`src/rtl/key_step_ctrl_pkg.sv`:
```
// Shared definitions for the key/step controller: debouncer state encoding and synchroniser depth.
`timescale 1ns/1ps
package key_step_ctrl_pkg;

    typedef enum logic [1:0] {
        IDLE         = 2'd0,
        PRESS_WAIT   = 2'd1,
        PRESSED      = 2'd2,
        RELEASE_WAIT = 2'd3
    } deb_state_e;

    localparam int SYNC_DEPTH = 2;

    // A key counts as held from the accepted press until the release is accepted.
    function automatic logic state_is_held(input deb_state_e st);
        return (st == PRESSED) || (st == RELEASE_WAIT);
    endfunction

endpackage

```
`src/rtl/key_step_ctrl_debounce.sv`:
```
// Debouncer for one synchronised active-low key: press/release each need DEBOUNCE_CYCLES stable cycles.
`timescale 1ns/1ps
module key_debounce
    import key_step_ctrl_pkg::*;
#(
    parameter int DEBOUNCE_CYCLES = 16
)(
    input  logic clock,
    input  logic reset,
    input  logic s_in,
    output logic held,
    output logic press_pulse
);

    localparam int              CW       = (DEBOUNCE_CYCLES > 2) ? $clog2(DEBOUNCE_CYCLES) : 1;
    localparam logic [CW-1:0]   CNT_LAST = CW'(DEBOUNCE_CYCLES - 1);

    deb_state_e    state_q, state_d;
    logic [CW-1:0] cnt_q, cnt_d;
    logic          pulse_q, pulse_d;

    always_comb begin
        state_d = state_q;
        cnt_d   = cnt_q;
        pulse_d = 1'b0;
        case (state_q)
            IDLE: begin
                if (!s_in) begin
                    state_d = PRESS_WAIT;
                    cnt_d   = '0;
                end
            end
            PRESS_WAIT: begin
                if (s_in) begin
                    state_d = IDLE;
                end else if (cnt_q == CNT_LAST) begin
                    state_d = PRESSED;
                    pulse_d = 1'b1;
                end else begin
                    cnt_d = cnt_q + CW'(1);
                end
            end
            PRESSED: begin
                if (s_in) begin
                    state_d = RELEASE_WAIT;
                    cnt_d   = '0;
                end
            end
            RELEASE_WAIT: begin
                // A bounce back low during release resumes the press without a new pulse.
                if (!s_in) begin
                    state_d = PRESSED;
                end else if (cnt_q == CNT_LAST) begin
                    state_d = IDLE;
                end else begin
                    cnt_d = cnt_q + CW'(1);
                end
            end
            default: state_d = IDLE;
        endcase
    end

    always_ff @(posedge clock or negedge reset) begin
        if (!reset) begin
            state_q <= IDLE;
            cnt_q   <= '0;
            pulse_q <= 1'b0;
        end else begin
            state_q <= state_d;
            cnt_q   <= cnt_d;
            pulse_q <= pulse_d;
        end
    end

    assign held        = state_is_held(state_q);
    assign press_pulse = pulse_q;

endmodule

```
`src/rtl/key_step_ctrl.sv`:
```
// Board key/switch front end for the multicycle core: sync, debounce, step enable and processor reset.
// Optional auto-step generator is built when KEY_AUTOSTEP_EN is defined.
`timescale 1ns/1ps
module key_step_ctrl
    import key_step_ctrl_pkg::*;
#(
    parameter int DEBOUNCE_CYCLES = 16,
    parameter int CNT_W           = 16
`ifdef KEY_AUTOSTEP_EN
    ,
    parameter int AUTO_PERIOD     = 64
`endif
)(
    input  logic             clock,
    input  logic             reset,
    input  logic [1:0]       key_raw,
    input  logic [2:0]       sw_raw,
    output logic             step_pulse,
    output logic             proc_reset_n,
    output logic [2:0]       sw_sync,
    output logic [1:0]       key_held,
    output logic [CNT_W-1:0] step_count
);

    logic [SYNC_DEPTH-1:0][1:0] key_sync_q, key_sync_d;
    logic [SYNC_DEPTH-1:0][2:0] sw_sync_q, sw_sync_d;
    logic [1:0]                 held_w;
    logic [1:0]                 press_w;
    logic                       proc_reset_n_q, proc_reset_n_d;
    logic [CNT_W-1:0]           step_count_q, step_count_d;
    logic                       rst_req;
    logic                       step_req;
    logic                       step_fire;

    key_debounce #(.DEBOUNCE_CYCLES(DEBOUNCE_CYCLES)) u_key0 (
        .clock       (clock),
        .reset       (reset),
        .s_in        (key_sync_q[SYNC_DEPTH-1][0]),
        .held        (held_w[0]),
        .press_pulse (press_w[0])
    );

    key_debounce #(.DEBOUNCE_CYCLES(DEBOUNCE_CYCLES)) u_key1 (
        .clock       (clock),
        .reset       (reset),
        .s_in        (key_sync_q[SYNC_DEPTH-1][1]),
        .held        (held_w[1]),
        .press_pulse (press_w[1])
    );

    // Processor reset request covers the lagging cycle where key0 is already held but
    // proc_reset_n_q has not fallen yet, so a same-cycle key1 press loses to reset.
    always_comb begin
        key_sync_d     = {key_sync_q[SYNC_DEPTH-2:0], key_raw};
        sw_sync_d      = {sw_sync_q[SYNC_DEPTH-2:0], sw_raw};
        rst_req        = !proc_reset_n_q || held_w[0];
        proc_reset_n_d = !held_w[0];
        step_fire      = step_req && !rst_req;
        step_count_d   = rst_req ? '0 : step_count_q + CNT_W'(step_fire);
    end

    always_ff @(posedge clock or negedge reset) begin
        if (!reset) begin
            key_sync_q     <= {SYNC_DEPTH{2'b11}};
            sw_sync_q      <= '0;
            proc_reset_n_q <= 1'b0;
            step_count_q   <= '0;
        end else begin
            key_sync_q     <= key_sync_d;
            sw_sync_q      <= sw_sync_d;
            proc_reset_n_q <= proc_reset_n_d;
            step_count_q   <= step_count_d;
        end
    end

`ifdef KEY_AUTOSTEP_EN
    localparam int AW = (AUTO_PERIOD > 1) ? $clog2(AUTO_PERIOD) : 1;

    logic [AW-1:0] auto_cnt_q, auto_cnt_d;
    logic          auto_fire_q, auto_fire_d;

    // Counter idles at zero whenever auto mode is off, so each enable starts a fresh period.
    always_comb begin
        auto_cnt_d  = '0;
        auto_fire_d = 1'b0;
        if (sw_sync_q[SYNC_DEPTH-1][2] && !rst_req) begin
            if (auto_cnt_q == AW'(AUTO_PERIOD - 1)) begin
                auto_fire_d = 1'b1;
            end else begin
                auto_cnt_d = auto_cnt_q + AW'(1);
            end
        end
    end

    always_ff @(posedge clock or negedge reset) begin
        if (!reset) begin
            auto_cnt_q  <= '0;
            auto_fire_q <= 1'b0;
        end else begin
            auto_cnt_q  <= auto_cnt_d;
            auto_fire_q <= auto_fire_d;
        end
    end

    assign step_req = press_w[1] | auto_fire_q;
`else
    assign step_req = press_w[1];
`endif

    // step_pulse is a single-cycle enable with no back-pressure: the core must accept it when high.
    assign step_pulse   = step_fire;
    assign proc_reset_n = proc_reset_n_q;
    assign sw_sync      = sw_sync_q[SYNC_DEPTH-1];
    assign key_held     = held_w;
    assign step_count   = step_count_q;

endmodule

```
`config.mk`:
```
export PLATFORM = sky130hd
export DESIGN_NAME = key_step_ctrl
export DESIGN_NICKNAME = d
export VERILOG_FILES = /design/src/rtl/key_step_ctrl_pkg.sv /design/src/rtl/key_step_ctrl_debounce.sv /design/src/rtl/key_step_ctrl.sv
export SDC_FILE = /design/constraint.sdc
export NUM_CORES = 1
export LEC_CHECK = 0
export ABC_AREA = 1
export CAP_MARGIN = 20
export CORE_MARGIN = 5
export CORE_UTILIZATION = 47
export DETAILED_ROUTE_END_ITERATION = 7
export HOLD_SLACK_MARGIN = 0.02
export PLACE_DENSITY = 0.85
export SLEW_MARGIN = 20
export SYNTH_ARGS = -nofsm -noshare
export SYNTH_HDL_FRONTEND = slang
export SYNTH_SLANG_ARGS = --single-unit
export TNS_END_PERCENT = 10
```
`constraint.sdc`:
```
create_clock -name clock -period 1.4 [get_ports clock]
set_input_delay 0.42 -clock clock [delete_from_list [all_inputs] [get_ports clock]]
set_output_delay 0.42 -clock clock [all_outputs]
set_load 0.1 [all_outputs]
```
## Word-level counts from Yosys, hierarchy flattened

Index checks and enable logic that the tools add are counted.

- Register bits: 40
- Input port bits: 7
- Word-level logic and storage cells: 77
- Output and inout port bits: 23

- Reduce and logical (&&, ||, !) cells: 13
- Mux-type cells: 30
- $add $sub $neg: 3
- Eq/ne operators: 20

Operator list:

| cell | number |
|---|---|
| 4-bit 2-to-1 mux | 10 |
| 4-bit one-hot mux with 4 select lines | 2 |
| 2-bit 2-to-1 mux | 12 |
| 16-bit by 1-bit adder with 16-bit output | 1 |
| 16-bit 2-to-1 mux | 1 |
| 2-bit inequality test (second input constant) | 8 |
| 2-bit one-hot mux with 4 select lines | 2 |
| 4-bit AND reduction | 4 |
| 3-bit by 2-bit inequality test with 1-bit output (second input constant) | 4 |
| 4-bit by 1-bit adder with 4-bit output (second input constant) | 2 |
| 2-bit equality test (second input constant) | 4 |
| 4-bit equality test (second input constant) | 2 |
| 2-bit by 1-bit equality test with 1-bit output (second input constant) | 2 |
| 2-bit zero test | 2 |
| 1-bit zero test | 3 |
| 1-bit logical OR | 3 |
| 1-bit 2-to-1 mux | 3 |
| 1-bit logical AND | 1 |

## Logic depth before layout (Yosys ltp)

Gate-level depths: netlist of the first run.

- Depth after elaboration: 7
- Depth in mapped cells: 11
- Gate-level depth less buffers: 11

## Hierarchy

Synthesis of the first run repeated with hierarchy kept, for this count alone.

- Cell total of the unflattened synthesis: 210
- Area, all modules: 1,860.5 µm²

By module, submodules not included:

| module | cells each | area each (µm²) | seq. area each (µm²) | times used |
|---|---|---|---|---|
| key_step_ctrl | 138 | 1,204.9 | 680.7 | 1 |
| key_debounce | 36 | 327.8 | 175.2 | 2 |

## Worst setup path before layout of the first run

Ideal clock, no wire load.

- Kind: reg-to-reg
- Start point: register proc_reset_n_q (netlist: proc_reset_n)
- End point: register step_count_q[15] (netlist: step_count[15])
- Data required time: 1.269 ns
- Stages on the path, launching flop included: 11
- Buffers on the path: 0
- Path slack: -2.395 ns
- Data arrival time: 3.665 ns
- Clock period less this slack: 3.795 ns
- Setup time: 0.131 ns
- Cell sequence: dfrtp_1 > nand2_1 > nor2_1 > ha_1 > nand2_1 > nor2_2 > nand2_1 > nor2_1 > nand2_1 > nand2_1 > nor2_1

- Word-level cells in the longest chain between the ends: 6

RTL lines:

| element | RTL line | RTL |
|---|---|---|
| from (decl) | key_step_ctrl.sv:29 | `logic proc_reset_n_q, proc_reset_n_d;` |
| from (signal assigned) | key_step_ctrl.sv:71 | `proc_reset_n_q <= proc_reset_n_d;` |
| 1-bit zero test | key_step_ctrl.sv:56 | `rst_req = !proc_reset_n_q \|\| held_w[0];` |
| 1-bit logical OR | key_step_ctrl.sv:56 |  |
| 1-bit zero test | key_step_ctrl.sv:58 | `step_fire = step_req && !rst_req;` |
| 1-bit logical AND | key_step_ctrl.sv:58 |  |
| named net step_pulse | key_step_ctrl.sv:18 | `output logic step_pulse,` |
| 16-bit by 1-bit adder with 16-bit output | key_step_ctrl.sv:59 | `step_count_d = rst_req ? '0 : step_count_q + CNT_W'(step_fire);` |
| 16-bit 2-to-1 mux | key_step_ctrl.sv:59 |  |
| named net step_count_d[15] | key_step_ctrl.sv:30 | `logic [CNT_W-1:0] step_count_q, step_count_d;` |
| to (signal assigned) | key_step_ctrl.sv:72 | `step_count_q <= step_count_d;` |
| to (decl) | key_step_ctrl.sv:30 |  |

The timed path passes the listed nets, and every way through them passes these cells.
A chain may end at the register's enable or synchronous reset.

==> results.toml, run 1 <==
[timing]
hold-worst-slack_ns = 0.0739
final-setup-viol-count = 18
period_utilisation_layout_pct = 118
clock-skew-final_ns = 0.00510
final_hold_viol_count = 0
maxSlewHeadroom_pct = 76.3
layout_min_cycle_time_ns = 1.65
fmaxAchievable_mhz = 608
timing.final.max_slew_violations = 0
post-route-worst-setup-slack_ns = -0.245
worst_slew_pin_slew_ns = 0.355
rsz0062_at_grt = "true"

[power]
ir_worst_vdd_mv = 0.850
power.density_cell_area_mw_per_mm2 = 805
pleak_nw = 1.16

[setup_path]
worst-endpoint-required_ns = 0.98
critical_path_class = "reg2out"
worst_setup_path_end_kind = "primary output"
critPathBufInv = 3
critPathLaunchType = "flip-flop"
crit_chain = "inv_2 -> nand2_4 -> nor2_4 -> buf_6 -> buf_12"
crit_fanout = 3
cp_data_arrival_time_ns = 1.23
critPathSlowestCell = "sky130_fd_sc_hd__dfrtp_1"
cpPeakStageDelay_ns = 0.39
critPathTopFamily = "flip-flops"

[yosys]
syn_inst = 203
synth.cell_area_mm2 = 0.00177
yosys_register_bits = 40
yosys_warnings = 0
syn_nets = 214
synth_area_per_cell_um2 = 8.73
synth.yosys.seq_area_share_pct = 56.8
synth.distinct_cells = 22

[place]
post-dp-hpwl_um = 2940
post_dp_cell_area_mm2 = 0.00249
place_worst_setup_slack_ns = -0.221
port-buffer-count = 29
gp_congestion = 0.849

[global_route]
grt_usage_pct = 17.7
leftover_overflow_at_the_end_of_global_routing = 0
maximum_number_of_pins_on_one_net_before_global_route_repair = 41
initial_antenna_violation_count = 0
grt_pass1_wl_um = 6920
grt_pass1_vias = 1538

[layout]
layout-area-overhead-vs-synth_pct = 52.0
layout-drive-gt1-share_pct = 37.9
n_fill_cell = 245
fin_nets = 263
mostFrequentLayoutCells = "sky130_fd_sc_hd__nand2_1 (41), sky130_fd_sc_hd__nor2_1 (27), sky130_fd_sc_hd__buf_12 (24), sky130_fd_sc_hd__dfrtp_1 (20), sky130_fd_sc_hd__inv_1 (19)"
final_common_cell = "sky130_fd_sc_hd__nand2_1"
final_area_mm2 = 0.00269
antenna_cells = 0

[routing]
dr.first_iter.drc_count = 104
route.detailed.vias_per_inst = 4.98
drt_pre_antenna_iters = 4
final_ant_viol_nets = 0
via_count = 1498
drt_wl_total_um = 4060
wire_per_inst_um = 13.5
drcViolationCount = 0

[clock_tree]
cts_max_level = 2
clock-sinks = 40
cts_made_buffers = 5
tritoncts = "built"
insertion_delay_ns = 0.30
cts.path.max_buffers = 2
clkSlewWorstSetupHoldPaths_ns = 0.08
cts_root_buf = "sky130_fd_sc_hd__clkbuf_8"
cts.hold.buffers_added = 0

[outcome]
violated_checks = "setup timing"
outcome = "finished, violations left"

[floorplan]
die_h_um = 71.4
die_w_um = 71.4
initial_utilization_pct = 48.4
die_area_mm2 = 0.00510
num_rows = 22
coreArea_mm2 = 0.00366
top_level_ports = 30

[job]
cap_violations = 0

[min_path]
hold_path_class = "in2async"
## flip-flops by register name (all words and copies together) (netlist names), named ones only
register            cells
step_count             16
u_key0.cnt_q            4
u_key1.cnt_q            4
sw_sync                 3
sw_sync_d               3
key_sync_d              2
key_sync_q              2
proc_reset_n            1
u_key0.state_q          1
u_key1.press_pulse      1
u_key1.state_q          1
## cell families after synthesis
family	count (synthesis)	synth area share [%]
and+or+nand+nor	101	24.2
DFF	40	56.8
AOI/OAI and AO/OA	27	8.05
buffers and inverters	27	6.14
xor gates and xnor gates	4	1.98
adders and majority gates	4	2.82
## cell type report
class / count / area [um^2] / share of cell area [%]
clock buffers: 5 / 68.8 / 2.56
multi-input cells: 136 / 754 / 28.0
well taps: 48 / 60.1 / 2.23
flip-flops and latches: 40 / 1030 / 38.2
inverters: 23 / 86.3 / 3.21
clock inverters: 3 / 23.8 / 0.883
repair buffers: 46 / 671 / 24.9
## cells in the mapped netlist
cell type                   n  area share (%)
sky130_fd_sc_hd__nor2_2     5             1.8
sky130_fd_sc_hd__buf_4      2            0.85
sky130_fd_sc_hd__clkbuf_1   2            0.42
sky130_fd_sc_hd__nor2_4     1            0.64
sky130_fd_sc_hd__or2_1      1            0.35
sky130_fd_sc_hd__dfstp_2    4             5.9
sky130_fd_sc_hd__o21ai_0    9             2.5
sky130_fd_sc_hd__xor2_1     3             1.5
sky130_fd_sc_hd__ha_1       4             2.8
sky130_fd_sc_hd__o21ai_1    9             2.5
sky130_fd_sc_hd__a21oi_1    6             1.7
sky130_fd_sc_hd__dfrtp_1   36              51
sky130_fd_sc_hd__o21a_1     1            0.42
sky130_fd_sc_hd__nand2_2    2            0.71
sky130_fd_sc_hd__inv_1     20             4.2
sky130_fd_sc_hd__o21bai_1   2            0.85
sky130_fd_sc_hd__xnor2_1    1            0.49
sky130_fd_sc_hd__nor2_1    32             6.8
sky130_fd_sc_hd__nand4_1    3             1.1
sky130_fd_sc_hd__nand3_1   12             3.4
sky130_fd_sc_hd__nand2_1   45             9.5
sky130_fd_sc_hd__inv_2      3            0.64
## per-layer routing
metal / global-route usage (%) / vias up / wire length, um
met2: 32.0 / 39 / 2210
met5: 0 / - / 0
met3: 5.89 / 11 / 234
met4: 7.52 / 0 / 99
met1: 18.5 / 715 / 1510
li1: - / 733 / -
## worst reg2reg max path, stage by stage (launching register included)
cell and delay [ns]:
sky130_fd_sc_hd__dfrtp_1 0.39, sky130_fd_sc_hd__inv_2 0.09, sky130_fd_sc_hd__nand2_4 0.07, sky130_fd_sc_hd__nor2_4 0.10
sky130_fd_sc_hd__buf_4 0.13, sky130_fd_sc_hd__ha_4 0.14, sky130_fd_sc_hd__nand2_4 0.06, sky130_fd_sc_hd__nor2_4 0.15
sky130_fd_sc_hd__nand2_2 0.10, sky130_fd_sc_hd__nor2_2 0.10, sky130_fd_sc_hd__nand2_1 0.06, sky130_fd_sc_hd__nand2_1 0.07
sky130_fd_sc_hd__nor2_1 0.04
## stage by stage
step	utilization [%]	instances	setup TNS [ns]	total power [mW]
global route	73.5	301	-4.18	2.27
floorplan	-	203	-12.07	1.32
CTS	72.3	300	-1.80	2.19
finish	73.5	301	-2.31	2.17
detailed placement	67.9	289	-1.28	1.41
global placement	67.9	289	-0.362	1.40
## final timing paths
kind | start | cells past startpoint | end | slack, ns
hold / removal | reset | 2 | step_count[6] | 0.07
min in group clock | sw_sync_d[3] | 0 | sw_sync[0] | 0.35
setup reg to reg | flip-flop | 12 | step_count[15] | -0.21
max in group asynchronous | reset | 2 | key_sync_d[2] | 1.06
hold reg to reg | sw_sync_d[3] | 0 | sw_sync[0] | 0.35
setup / recovery | flip-flop | 5 | step_pulse | -0.25
## power breakdown
part | switching, mW | internal [mW]
Clock | 0.430 | 0.353
Combinational | 0.0925 | 0.0605
Sequential | 0.0329 | 1.20
## repair_timing
| action | CTS | global route |
|---|---|---|
| setup endpoints to repair | 23 | 34 |
| setup buffers | 3 | 1 |
| pin swaps | 5 | 2 |
| resized for setup | 20 | 16 |
Note: power is estimated with default switching activity, not from simulation.
==> inputs of run 2 (changes only) <==
CORE_ASPECT_RATIO = 0.7   (was unset)
==> results.toml, run 2 (synthesized netlist as in run 1, its figures left out) <==
[power]
share_clk_of_total_power_pct = 36.6
ir_worst_vdd_mv = 0.713
pleak_nw = 1.18
post-layout-total-power_mw = 2.22
sw_frac_of_total_pct = 25.2
power.share.sequential_pct = 55.8
power.density_cell_area_mw_per_mm2 = 822
power.net_switching_mw = 0.560
power.combinational.fraction_pct = 7.6
power.internal_mw = 1.66

[floorplan]
num_rows = 18
coreArea_mm2 = 0.00358
die_h_um = 61.4
initial_utilization_pct = 49.5
die_area_mm2 = 0.00512
top_level_ports = 30
die_w_um = 83.4

[outcome]
violated_checks = "setup timing"
outcome = "finished, violations left"

[clock_tree]
clock-sinks = 40
insertion_delay_ns = 0.30
cts.path.max_buffers = 2
tritoncts = "built"
cts_made_buffers = 5
clkSlewWorstSetupHoldPaths_ns = 0.08
cts_root_buf = "sky130_fd_sc_hd__clkbuf_8"
cts_max_level = 2

[routing]
final_ant_viol_nets = 0
route.detailed.vias_per_inst = 5.26
via_count = 1593
drt_pre_antenna_iters = 4
wire_per_inst_um = 16.2
drt_wl_total_um = 4910
dr.first_iter.drc_count = 85
drcViolationCount = 0

[min_path]
hold_path_class = "reg2reg"
min_path_cells = 0
min-delay-start = "key_sync_d[2]"
whs_endpoint = "key_sync_q[2]"

[setup_path]
crit_fanout = 3
cp_data_arrival_time_ns = 1.90
r2r-end = "step_count[15]"
worst-endpoint-required_ns = 1.59
r2r_cells = 12
timing.reg2reg.setup_slack_ns = -0.30
worst_setup_path_end_kind = "flip-flop"
critical_path_class = "reg2reg"
critPathLaunchType = "flip-flop"

[layout]
largest_register_ffs = 16
final_area_mm2 = 0.00270
post_layout_nonfiller_instances = 303
layout-area-overhead-vs-synth_pct = 52.5
layout-drive-gt1-share_pct = 35.2
antenna_cells = 0
fin_nets = 263
final_common_cell = "sky130_fd_sc_hd__nand2_1"
n_fill_cell = 207
utilization_pct = 75.4
mostFrequentLayoutCells = "sky130_fd_sc_hd__nand2_1 (41), sky130_fd_sc_hd__nor2_1 (28), sky130_fd_sc_hd__dfrtp_1 (27), sky130_fd_sc_hd__buf_12 (24), sky130_fd_sc_hd__inv_1 (19)"

[place]
gp_congestion = 0.937
post-dp-hpwl_um = 3170
dp.cells = 291
port-buffer-count = 29
post_dp_cell_area_mm2 = 0.00249

[timing]
rsz0062_at_grt = "true"
final_hold_viol_count = 0
timing.final.max_slew_violations = 0
fmaxAchievable_mhz = 588
worst_slew_pin_slew_ns = 0.400
layout_min_cycle_time_ns = 1.70
clock-skew-final_ns = 0.00770
maxSlewHeadroom_pct = 73.3
period_utilisation_layout_pct = 121
hold-worst-slack_ns = 0.355
post-route-worst-setup-slack_ns = -0.300
final-setup-viol-count = 16

[job]
cap_violations = 0

[global_route]
initial_antenna_violation_count = 0
leftover_overflow_at_the_end_of_global_routing = 0
grt_pass1_vias = 1604
grt_pass1_wl_um = 7660
grt_usage_pct = 19.6
maximum_number_of_pins_on_one_net_before_global_route_repair = 20
run 2: cell count changes in the layout (fill, tap and decap cells not counted), sizes merged:
cell,delta
buf,-1
clkbuf,+1
clkinv,+1
clkinvlp,-2
dlygate4sd3,+1
run 2: power groups by stage:
stage          Combinational, mW  Clock (mW)  Sequential [mW]
2_1_floorplan             0.0460           0             1.28
3_3_place_gp               0.151           0             1.25
3_5_place_dp               0.159           0             1.25
4_1_cts                    0.162       0.800             1.23
5_1_grt                    0.184       0.874             1.24
6_report                   0.169       0.813             1.24
run 2: worst max path at each step:
stage	from	to	slack, ns	cells after the start
floorplan	proc_reset_n	step_count[10]	-0.86	10
global placement	flip-flop	step_count[15]	-0.08	11
detailed placement	flip-flop	step_count[15]	-0.23	11
CTS	flip-flop	step_pulse	-0.27	5
global route	flip-flop	step_count[15]	-0.37	12
finish	flip-flop	step_count[15]	-0.30	12
run 2: what timing repair did:
item,4_1_cts,5_1_grt
resized for setup,16,15
hold buffers,1,0
endpoints found under the hold margin,11,0
pin swaps,4,2
buffers inserted,3,0
endpoints found under the setup margin,22,31
run 2: cell type report:
cell class              count  area [um^2]  area share, %
clock inverters             2         10.0          0.371
multi-input cells         136          767           28.4
flip-flops and latches     40         1020           37.7
well taps                  50         62.6           2.32
inverters                  23         86.3           3.20
repair buffers             46          673           24.9
clock buffers               6         82.6           3.06
run 2: critical path, cell delays in order (launching register included):
cell and delay (ns):
sky130_fd_sc_hd__dfrtp_1 0.39, sky130_fd_sc_hd__inv_2 0.08, sky130_fd_sc_hd__nand2_4 0.06, sky130_fd_sc_hd__nor2_4 0.14, sky130_fd_sc_hd__buf_4 0.14, sky130_fd_sc_hd__ha_4 0.13, sky130_fd_sc_hd__nand2_2 0.08, sky130_fd_sc_hd__nor2_4 0.16
sky130_fd_sc_hd__nand2_2 0.10, sky130_fd_sc_hd__nor2_2 0.13, sky130_fd_sc_hd__nand2_1 0.06, sky130_fd_sc_hd__nand2_1 0.07, sky130_fd_sc_hd__nor2_1 0.05
run 2: routing by layer:
metal,GRT usage [%],vias to the layer above,share of wire (%)
met5,0,-,0
met4,6.99,0,1.5
li1,-,737,-
met1,24.7,787,42
met3,4.95,9,5.8
met2,34.0,60,51
run 2: through the flow:
| step | setup TNS (ns) | worst slack, ns |
|---|---|---|
| floorplan | -12.07 | -0.860 |
| global placement | -0.432 | -0.0787 |
| detailed placement | -1.20 | -0.225 |
| CTS | -1.88 | -0.270 |
| global route | -3.86 | -0.368 |
| finish | -2.39 | -0.300 |
